### config.mk
export PLATFORM = sky130hd
export DESIGN_NAME = uart_tx_buffered_flat
export DESIGN_NICKNAME = d
export VERILOG_FILES = /design/src/rtl/uart_tx_buffered_if.sv /design/src/rtl/uart_tx_buffered.sv /design/src/flat_wrapper.sv
export SDC_FILE = /design/constraint.sdc
export NUM_CORES = 1
export LEC_CHECK = 0
export ABC_CLOCK_PERIOD_IN_PS = 2690
export CAP_MARGIN = 20
export CORE_UTILIZATION = 35
export CTS_CLUSTER_DIAMETER = 80
export DETAILED_ROUTE_END_ITERATION = 12
export MAX_ROUTING_LAYER = met4
export SKIP_LAST_GASP = 1
export SLEW_MARGIN = 0
export SYNTH_ARGS = -nofsm -noshare
export SYNTH_HDL_FRONTEND = slang
export SYNTH_SLANG_ARGS = --single-unit
### constraint.sdc
create_clock -name clk -period 2.69 [get_ports clk]
set_clock_uncertainty 0.15 [all_clocks]
set_input_delay 0.538 -clock clk [delete_from_list [all_inputs] [get_ports clk]]
set_output_delay 0.538 -clock clk [all_outputs]
set_load 0.02 [all_outputs]
### src/rtl/uart_tx_buffered_if.sv
`default_nettype none
// ============================================================================
// Module   : uart_tx_buffered_if
// Purpose  : Host-side byte interface and status/serial signals of the
//            buffered UART transmitter.
// Revision : 1.0  initial release
// ============================================================================
interface uart_tx_buffered_if #(
  parameter int ADDR_WIDTH = 4
);
  logic [7:0]          data;
  logic                write;
  logic                full;
  logic                empty;
  logic [ADDR_WIDTH:0] count;
  logic                busy;
  logic                overflow;
  logic                tx_o;

  // Host side: supplies bytes, observes status and the serial line
  modport master (
    output data, write,
    input  full, empty, count, busy, overflow, tx_o
  );

  // Transmitter side
  modport slave (
    input  data, write,
    output full, empty, count, busy, overflow, tx_o
  );
endinterface
`default_nettype wire

### src/rtl/uart_tx_buffered.sv
`default_nettype none
// ============================================================================
// Module   : uart_tx_buffered
// Purpose  : UART transmitter with an internal byte FIFO and baud counter.
//            Queued bytes are sent back-to-back, LSB first, start/stop framed.
//            Optional feature macro UART_TX_PARITY_EN adds an even-sense
//            parity bit (XOR of the byte) between data and stop (8E1);
//            without it the frame is 8N1.
// Revision : 1.0  initial release
// ============================================================================
module uart_tx_buffered #(
  parameter int CLKS_PER_BIT = 5208,
  parameter int FIFO_DEPTH   = 16,
  parameter int ADDR_WIDTH   = 4
) (
  input  logic               clk,
  input  logic               reset,
  uart_tx_buffered_if.slave  bus
);

  localparam int BAUD_W = (CLKS_PER_BIT > 2) ? $clog2(CLKS_PER_BIT) : 1;
  localparam logic [BAUD_W-1:0]     BAUD_LAST  = BAUD_W'(CLKS_PER_BIT - 1);
  localparam logic [ADDR_WIDTH:0]   COUNT_FULL = (ADDR_WIDTH+1)'(FIFO_DEPTH);

  typedef enum logic [2:0] {
    IDLE   = 3'd0,
    START  = 3'd1,
    DATA   = 3'd2,
`ifdef UART_TX_PARITY_EN
    PARITY = 3'd3,
`endif
    STOP   = 3'd4
  } state_t;

  // Registered state
  state_t                state_q, state_d;
  logic [BAUD_W-1:0]     baud_q, baud_d;
  logic [2:0]            bit_idx_q, bit_idx_d;
  logic [7:0]            shift_q, shift_d;
  logic                  tx_q, tx_d;
  logic [ADDR_WIDTH-1:0] wr_ptr_q, wr_ptr_d;
  logic [ADDR_WIDTH-1:0] rd_ptr_q, rd_ptr_d;
  logic [ADDR_WIDTH:0]   count_q, count_d;
  logic                  overflow_q, overflow_d;
`ifdef UART_TX_PARITY_EN
  logic                  parity_q, parity_d;
`endif

  logic [7:0]            mem_q [FIFO_DEPTH];

  logic                  full;
  logic                  empty;
  logic                  bit_done;
  logic                  push;
  logic                  pop;
  logic [7:0]            head;

  assign full  = (count_q == COUNT_FULL);
  assign empty = (count_q == '0);
  assign head  = mem_q[rd_ptr_q];

  // Next-state logic: FIFO bookkeeping, baud timing, frame sequencing and
  // the value tx_o will carry in the state being entered.
  always_comb begin
    state_d    = state_q;
    baud_d     = baud_q;
    bit_idx_d  = bit_idx_q;
    shift_d    = shift_q;
    wr_ptr_d   = wr_ptr_q;
    rd_ptr_d   = rd_ptr_q;
    count_d    = count_q;
    overflow_d = overflow_q;
`ifdef UART_TX_PARITY_EN
    parity_d   = parity_q;
`endif
    pop        = 1'b0;
    push       = 1'b0;
    tx_d       = 1'b1;

    bit_done = (state_q != IDLE) && (baud_q == BAUD_LAST);

    // Baud counter runs only while a frame is active
    if (state_q == IDLE || bit_done) begin
      baud_d = '0;
    end else begin
      baud_d = baud_q + BAUD_W'(1);
    end

    case (state_q)
      IDLE: begin
        if (!empty) begin
          pop     = 1'b1;
          shift_d = head;
`ifdef UART_TX_PARITY_EN
          parity_d = ^head;
`endif
          state_d = START;
        end
      end
      START: begin
        if (bit_done) begin
          state_d   = DATA;
          bit_idx_d = 3'd0;
        end
      end
      DATA: begin
        if (bit_done) begin
          if (bit_idx_q == 3'd7) begin
`ifdef UART_TX_PARITY_EN
            state_d = PARITY;
`else
            state_d = STOP;
`endif
          end else begin
            shift_d   = {1'b0, shift_q[7:1]};
            bit_idx_d = bit_idx_q + 3'd1;
          end
        end
      end
`ifdef UART_TX_PARITY_EN
      PARITY: begin
        if (bit_done) begin
          state_d = STOP;
        end
      end
`endif
      STOP: begin
        if (bit_done) begin
          // Chain straight into the next frame when data is waiting
          if (!empty) begin
            pop     = 1'b1;
            shift_d = head;
`ifdef UART_TX_PARITY_EN
            parity_d = ^head;
`endif
            state_d = START;
          end else begin
            state_d = IDLE;
          end
        end
      end
      default: begin
        state_d = IDLE;
      end
    endcase

    // A pop in the same cycle frees a slot, so a write while full still lands
    push = bus.write && (!full || pop);
    if (bus.write && full && !pop) begin
      overflow_d = 1'b1;
    end

    if (push) begin
      wr_ptr_d = wr_ptr_q + ADDR_WIDTH'(1);
    end
    if (pop) begin
      rd_ptr_d = rd_ptr_q + ADDR_WIDTH'(1);
    end

    case ({push, pop})
      2'b10:   count_d = count_q + (ADDR_WIDTH+1)'(1);
      2'b01:   count_d = count_q - (ADDR_WIDTH+1)'(1);
      default: count_d = count_q;
    endcase

    // Serial line value for the state about to be entered
    case (state_d)
      START:   tx_d = 1'b0;
      DATA:    tx_d = shift_d[0];
`ifdef UART_TX_PARITY_EN
      PARITY:  tx_d = parity_d;
`endif
      default: tx_d = 1'b1;
    endcase
  end

  // State registers; reset aborts any frame and discards queued bytes
  always_ff @(posedge clk) begin
    if (reset) begin
      state_q    <= IDLE;
      baud_q     <= '0;
      bit_idx_q  <= 3'd0;
      shift_q    <= 8'h00;
      tx_q       <= 1'b1;
      wr_ptr_q   <= '0;
      rd_ptr_q   <= '0;
      count_q    <= '0;
      overflow_q <= 1'b0;
`ifdef UART_TX_PARITY_EN
      parity_q   <= 1'b0;
`endif
    end else begin
      state_q    <= state_d;
      baud_q     <= baud_d;
      bit_idx_q  <= bit_idx_d;
      shift_q    <= shift_d;
      tx_q       <= tx_d;
      wr_ptr_q   <= wr_ptr_d;
      rd_ptr_q   <= rd_ptr_d;
      count_q    <= count_d;
      overflow_q <= overflow_d;
`ifdef UART_TX_PARITY_EN
      parity_q   <= parity_d;
`endif
    end
  end

  // FIFO storage; contents need no reset since the pointers define validity
  always_ff @(posedge clk) begin
    if (!reset && push) begin
      mem_q[wr_ptr_q] <= bus.data;
    end
  end

  assign bus.full     = full;
  assign bus.empty    = empty;
  assign bus.count    = count_q;
  assign bus.busy     = (state_q != IDLE);
  assign bus.overflow = overflow_q;
  assign bus.tx_o     = tx_q;

endmodule
`default_nettype wire

### src/flat_wrapper.sv
// flat-port wrapper written by rule: the top's interface ports become plain ports
module uart_tx_buffered_flat 
#(
  parameter int CLKS_PER_BIT = 5208,
  parameter int FIFO_DEPTH   = 16,
  parameter int ADDR_WIDTH   = 4
)
  (clk, reset, bus_data, bus_write, bus_full, bus_empty, bus_count, bus_busy, bus_overflow, bus_tx_o);
  uart_tx_buffered_if #(.ADDR_WIDTH(ADDR_WIDTH)) bus_i ();
  input  logic clk;
  input  logic reset;
  input wire logic [$bits(bus_i.data)-1:0] bus_data;
  input wire logic [$bits(bus_i.write)-1:0] bus_write;
  output wire logic [$bits(bus_i.full)-1:0] bus_full;
  output wire logic [$bits(bus_i.empty)-1:0] bus_empty;
  output wire logic [$bits(bus_i.count)-1:0] bus_count;
  output wire logic [$bits(bus_i.busy)-1:0] bus_busy;
  output wire logic [$bits(bus_i.overflow)-1:0] bus_overflow;
  output wire logic [$bits(bus_i.tx_o)-1:0] bus_tx_o;
  assign bus_i.data = bus_data;
  assign bus_i.write = bus_write;
  assign bus_full = bus_i.full;
  assign bus_empty = bus_i.empty;
  assign bus_count = bus_i.count;
  assign bus_busy = bus_i.busy;
  assign bus_overflow = bus_i.overflow;
  assign bus_tx_o = bus_i.tx_o;
  uart_tx_buffered #(.CLKS_PER_BIT(CLKS_PER_BIT), .FIFO_DEPTH(FIFO_DEPTH), .ADDR_WIDTH(ADDR_WIDTH)) u_core (.clk(clk), .reset(reset), .bus(bus_i));
endmodule
==> impl_metrics.toml <==
[place]
placed_cells_incl_taps = 791
post-place-ws_ps = 111.0
placement.io_buffers = 20
detailed_place_hpwl_um = 10120
gp_congestion = 0.8492

[setup_path]
crit_path_max_incr_delay_ps = 410
critical_path.cell_chain = "nor4_4 > nand2_1 > inv_1 > clkdlybuf4s15_1"
critPathCaptureType = "output port"
r2r_start = "u_core.baud_q[0]"
cp_data_required_time_ps = 2000
r2r.worst_path.cells = 9
worstPathBufferInverterCount = 2
cp_slowest_cell = "dfxtp_1"
crit_arrival_ps = 1910
critical_path.max_fanout = 8
path_delay_family = "buffers and inverters"
worst_setup_path_start_kind = "register"
critical_path.reg2reg.endpoint = "u_core.bus.count[2]"
regToRegSetupSlack_ps = 150
setup.worst_path.class = "reg2out"

[sta]
max_slew.worst_pin.slew_ps = 590.1
number_of_max_slew_violations_in_the_final_report = 0
post-route-worst-setup-slack_ps = 95.62
finalHoldViolCount = 0
final_setup_fails = 0
timing.hold.ws_ps = 334.8
worst_slew_margin_rel = 0.6054
post-route-period-util = 0.9645
final.min_clock_period_ps = 2594
clock.fmax_mhz = 385.4
grt_setup_unrepaired = "yes"

[cells_and_area]
filler_cell_count = 1841
area_delta_synth_final_pct = 19.44
mostFrequentLayoutCells = "edfxtp_1 (128), nor2_1 (45), dfxtp_1 (45)"
share_of_cells_above_drive_strength_1 = 0.2441
layout_commonest_cell = "edfxtp_1"
final_net_count = 560
final-instance-count-excl-fill = 823
num_antenna_cells = 0

[synthesis]
synthDominantAreaCellType = "edfxtp_1"
synth_top_cell_area_share = 0.5239
mappedNetlistNets = 499
synthXorXnorAreaFrac = 0.01910
gate_count_post_synth = 479
yosys_most_used_dff = "edfxtp_1"
synth_area_per_cell_um2 = 15.32
synth_sequential_area_ratio = 0.6494
synthesis.yosys.warnings = 0
synth_simple_gate_area_frac = 0.1040
synthAdderAreaFrac = 0.01671
synth.area.mux_share = 0.1218
mappedNetlistArea_um2 = 7337
ys_top_cells_by_area = "edfxtp_1 (52%), dfxtp_1 (13%), mux4_2 (11%), nor2_1 (2.3%), ha_1 (1.5%)"
synth_top_family_by_area = "multiplexers"
synth.distinct_cells = 72
async_flop_share = 0
synth_compound_area_frac = 0.06685
synth.ff_latch_count = 174
synth-edff-count = 128

[detailed_routing]
final_antenna_net_count = 0
routed_length_per_placed_instance_um = 18.51
finalWirelength_um = 15230
num_vias = 4322
viasPerCell = 5.252
first_iter_violations = 174
remaining_drc_errors = 0
drt-pass1-iter-count = 6

[cts]
cts_made_buffers = 17
clock_tree_from_tritoncts = "done"
post-cts-setup-buffers = 0
cts_sinks = 174
cts_root_buf = "clkbuf_16"
cts_htree_levels = 4
worst_setup_hold_path_clk_slew_ps = 70
worstSkewPairLatency_ps = 430
clock_path_buffers = 2

[global_routing]
grt_pass1_vias = 4254
grt_antenna_before_repair = 0
global_route.overflow_total = 0
grt_start_max_net_pins = 41
all_layer_global_routing_usage = 0.1548
first_pass_grt_wire_length_um = 24200

[worst_hold_path]
timing.hold.worst.class = "reg2reg"
hold_path_depth = 2
min-delay-start = "u_core.bus.overflow"
holdPathEnd = "u_core.bus.overflow"

[die]
die_width_um = 146.8
initial_standard_cell_utilization_of_the_core = 0.3603
floorplan.core_area_um2 = 20360
die_y_extent_um = 146.8
floorplan.io_pins = 21
fp.dieArea_um2 = 21550
fp-row-count = 52

[job]
max_cap_violations = 0

[power]
ir_drop_mv = 0.4984
totalPowerFinal_mw = 7.512
leakage_nw = 2.885
power_density_nw_per_um2 = 857.3

[outcome]
result_of_the_run = "finished, final reports clean"
## kinds of logic (layout without fill, tap and decap cells)
kind of cell | count (synthesis) | count (layout)
muxes | 45 | 45
AOI/OAI and AO/OA | 62 | 62
adders and majority gates | 10 | 10
and+or+nand+nor | 136 | 136
xor gates and xnor gates | 16 | 16
DFF | 174 | 174
buffers and inverters | 36 | 110
## how the worst max path moves through the flow
stage                              startpoint                   to  depth (start not counted)
after global placement              bus_write  u_core.bus.count[2]                          7
after detailed placement            bus_write  u_core.mem_q[13][5]                          6
after floorplan              u_core.baud_q[0]  u_core.bus.count[4]                         10
after global routing         u_core.baud_q[0]  u_core.bus.count[4]                         10
final                     u_core.bus.count[0]             bus_full                          4
after CTS                 u_core.bus.count[0]             bus_full                          4
## worst reg2reg max path: cells and delay by family, from the launching register on
family	cells	cell delay, ps
flops	1	340
simple gates	3	500
xor+xnor	1	180
mux	1	360
fa+ha+maj	2	390
compound gates	2	510
## flip-flops by register name, indices dropped and copies added, names as in the netlist, named ones only
signal and count:
u_core.bus.overflow 1, u_core.state_q 3, u_core.rd_ptr_q 4, u_core.shift_q 8
u_core.bus.tx_o 1, u_core.wr_ptr_q 4, u_core.mem_q 128, u_core.bit_idx_q 3
u_core.bus.count 5, u_core.baud_q 13
## per-stage QoR
step | TNS [ps] | util | cell area [µm²]
global placement | 0 | 0.4016 | 8179
CTS | 0 | 0.4302 | 8761
finish | 0 | 0.4303 | 8763
floorplan | -7.977 | - | 7358
detailed placement | 0 | 0.4016 | 8179
global route | -11.40 | 0.4303 | 8763
## synth_stat cells, drive strengths merged, types with 3 or more instances
master   instances
nand4            6
a22oi            3
buf             12
a211oi           7
nand2b           4
xnor2            8
nand2           16
mux2i            6
or3              5
nor2b            7
a221o            4
nor3            19
ha               9
o211ai           3
a21oi            8
mux2             4
clkbuf          13
mux4            35
nor2            45
nand3            9
xor2             8
dfxtp           46
a31oi            5
nor4             4
o21ai            7
inv             10
and4             3
a21boi           4
edfxtp         128
a2111oi          5
nand3b           5
## layer usage
| layer | GRT usage | wire length (µm) |
|---|---|---|
| met1 | 0.2085 | 7215 |
| met2 | 0.2355 | 7117 |
| met3 | 0.03199 | 718 |
| met4 | 0.04688 | 182 |
| met5 | - | 0 |
## final cells by class
cell class / count / area (µm²) / share of cell area
flip-flops and latches: 174 / 4766 / 0.5438
multi-input cells: 269 / 2440 / 0.2784
repair buffers: 67 / 601.8 / 0.06868
clock buffers: 17 / 425.4 / 0.04854
well taps: 270 / 337.8 / 0.03855
clock inverters: 15 / 150.1 / 0.01713
inverters: 11 / 42.54 / 0.004854
## power by group
part	internal [mW]	total (mW)	switching, mW
registers	3.04	3.21	0.163
logic	0.896	1.88	0.982
clock network	1.31	2.43	1.12
total	5.25	7.51	2.26
## what timing repair did
item	4_1_cts	5_1_grt
hold buffers	0	0
gates resized for setup	3	2
endpoints found under the hold margin	0	0
endpoints found under the setup margin	2	3
cloned	0	0
Note: power is estimated with default switching activity, not from simulation.
==> RTL edit, RTL diff (config.mk and constraints unchanged) <==
`ADDR_WIDTH` is set to 4 in 3 places; all go to 3.
--- a/src/rtl/uart_tx_buffered_if.sv
+++ b/src/rtl/uart_tx_buffered_if.sv
@@ -8,3 +8,3 @@
 interface uart_tx_buffered_if #(
-  parameter int ADDR_WIDTH = 4
+  parameter int ADDR_WIDTH = 3
 );
--- a/src/rtl/uart_tx_buffered.sv
+++ b/src/rtl/uart_tx_buffered.sv
@@ -13,3 +13,3 @@
   parameter int FIFO_DEPTH   = 16,
-  parameter int ADDR_WIDTH   = 4
+  parameter int ADDR_WIDTH   = 3
 ) (
--- a/src/flat_wrapper.sv
+++ b/src/flat_wrapper.sv
@@ -5,3 +5,3 @@
   parameter int FIFO_DEPTH   = 16,
-  parameter int ADDR_WIDTH   = 4
+  parameter int ADDR_WIDTH   = 3
 )
Interface: changed (resized bus_count); port bits go from 21 to 20. No check against the original RTL was run, so the function may have changed too.
==> RTL edit against the unedited design <==
- sequential power shrank 46%
- wire length decreased by 41%
- count of clock-buffer cells in the layout down 8
- worst setup slack worse by 0.030 ns
- non-clock buffer count decreased by 15
- synthesized cell count is 27% lower
- power shrank 60%
- final area down 37%
- sequential cell count fell by 68
- register-to-register slack worse by 0.08 ns
- critical path depth grew 7
- synthesized area decreased by 37%
- largest cell class unchanged
- highest routed layer unchanged
==> RTL edit: results (changes against the unedited design) <==
{
  "status": {"value": "finished, final reports clean", "change": "unchanged"},
  "seq_cells": {"value": 106, "change": "was 174"},
  "overall_fraction_of_global_route_tracks_in_use": {"value": 14.74, "unit": "%", "change": "was 15.48%"},
  "layout-drive-gt1-share": {"value": 22.94, "unit": "%", "change": "was 24.41%"},
  "multi_input_area_share": {"value": 32.18, "unit": "%", "change": "was 27.84%"},
  "fillerInstances": {"value": 1217, "change": "was 1841"},
  "synthTopCellsByArea": {"value": "sky130_fd_sc_hd__edfxtp_1 42%, sky130_fd_sc_hd__dfxtp_1 18%, sky130_fd_sc_hd__mux4_2 7.8%", "change": "was sky130_fd_sc_hd__edfxtp_1 52%, sky130_fd_sc_hd__dfxtp_1 13%, sky130_fd_sc_hd__mux4_2 11%"},
  "hold_ws": {"value": 0.3169, "unit": "ns", "change": "was 0.3348 ns"},
  "nMultiInputCombCells": {"value": 220, "change": "was 269"},
  "synth_top_cells_by_count": {"value": "64 x sky130_fd_sc_hd__edfxtp_1, 51 x sky130_fd_sc_hd__nor2_1, 42 x sky130_fd_sc_hd__dfxtp_1", "change": "was 128 x sky130_fd_sc_hd__edfxtp_1, 46 x sky130_fd_sc_hd__dfxtp_1, 45 x sky130_fd_sc_hd__nor2_1"},
  "part_of_the_yosys_area_used_for_sequential_elements": {"value": 59.98, "unit": "%", "change": "was 64.94%"},
  "post-place-cells": {"value": 557, "change": "was 791"},
  "nonClkBufAreaFrac": {"value": 7.904, "unit": "%", "change": "was 6.868%"},
  "edff_count_synth": {"value": 64, "change": "was 128"},
  "multiInputGateArea": {"value": 0.001773, "unit": "mm2", "change": "was 0.002440 mm2"},
  "clkLatencyLatePin": {"value": 0.35, "unit": "ns", "change": "was 0.43 ns"},
  "use_met2": {"value": 23.20, "unit": "%", "change": "was 23.55%"},
  "critPathMaxStageDelay": {"value": 0.55, "unit": "ns", "change": "was 0.41 ns"},
  "clockNetworkAreaShare": {"value": 5.133, "unit": "%", "change": "was 6.568%"},
  "drt_first_pass_iters": {"value": 4, "change": "was 6"},
  "preCtsSetupSlack": {"value": 0.05734, "unit": "ns", "change": "was 0.1110 ns"},
  "placed_area": {"value": 0.005225, "unit": "mm2", "change": "was 0.008179 mm2"},
  "met2RoutedLength": {"value": 4.266, "unit": "mm", "change": "was 7.117 mm"},
  "io_buffers": {"value": 19, "change": "was 20"},
  "routed_wire_length_per_instance": {"value": 15.75, "unit": "um", "change": "was 18.51 um"},
  "seq_share": {"value": 50.31, "unit": "%", "change": "was 54.38%"},
  "min_to": {"value": "u_core.baud_q[0]$_SDFF_PP0_", "change": "was u_core.bus.overflow$_SDFFE_PP0P_"},
  "biggestRegsByFlops": {"value": "u_core.mem_q (64), u_core.baud_q (13), u_core.shift_q (8)", "change": "was u_core.mem_q (128), u_core.baud_q (13), u_core.shift_q (8)"},
  "groute.layer.met1.usage": {"value": 18.88, "unit": "%", "change": "was 20.85%"},
  "design_power_total": {"value": 3.029, "unit": "mW", "change": "was 7.512 mW"}
}
-- RTL edit: changes by cell type in the layout (fill, tap and decap cells not counted), moves of 6 or more --
cell	unedited run	this run
sky130_fd_sc_hd__nor2_1	45	51
sky130_fd_sc_hd__mux4_2	35	16
sky130_fd_sc_hd__a211oi_1	6	13
sky130_fd_sc_hd__clkbuf_16	17	9
sky130_fd_sc_hd__dfxtp_1	45	37
sky130_fd_sc_hd__buf_4	43	33
sky130_fd_sc_hd__edfxtp_1	128	64
-- RTL edit: repair_timing --
item	4_1_cts	5_1_grt
hold buffers	0	0
buffers inserted	0	0
setup endpoints to repair	2	1
resized for setup	3	0
-- RTL edit: worst max path at each step --
stage                                                 from                          endpoint  slack, ns  depth (start not counted)
after detailed placement  u_core.bus.count[3]$_SDFFE_PP0P_  u_core.bus.count[2]$_SDFFE_PP0P_       0.06                         12
after CTS                     u_core.baud_q[11]$_SDFF_PP0_  u_core.bus.count[2]$_SDFFE_PP0P_       0.05                         11
final                         u_core.baud_q[11]$_SDFF_PP0_  u_core.bus.count[2]$_SDFFE_PP0P_       0.07                         11
after global placement    u_core.bus.count[3]$_SDFFE_PP0P_  u_core.bus.count[2]$_SDFFE_PP0P_       0.08                         12
after floorplan               u_core.baud_q[11]$_SDFF_PP0_  u_core.bus.count[2]$_SDFFE_PP0P_   -0.00005                         11
after global routing          u_core.baud_q[11]$_SDFF_PP0_  u_core.bus.count[2]$_SDFFE_PP0P_      -0.03                         11
-- RTL edit: cells by family after synthesis --
kind of cell | share of synthesized area (%)
AOI/OAI and AO/OA | 7.960
xor gates and xnor gates | 3.613
adders and majority gates | 2.173
buffers and inverters | 2.146
DFF | 59.98
muxes | 10.05
and+or+nand+nor | 14.07
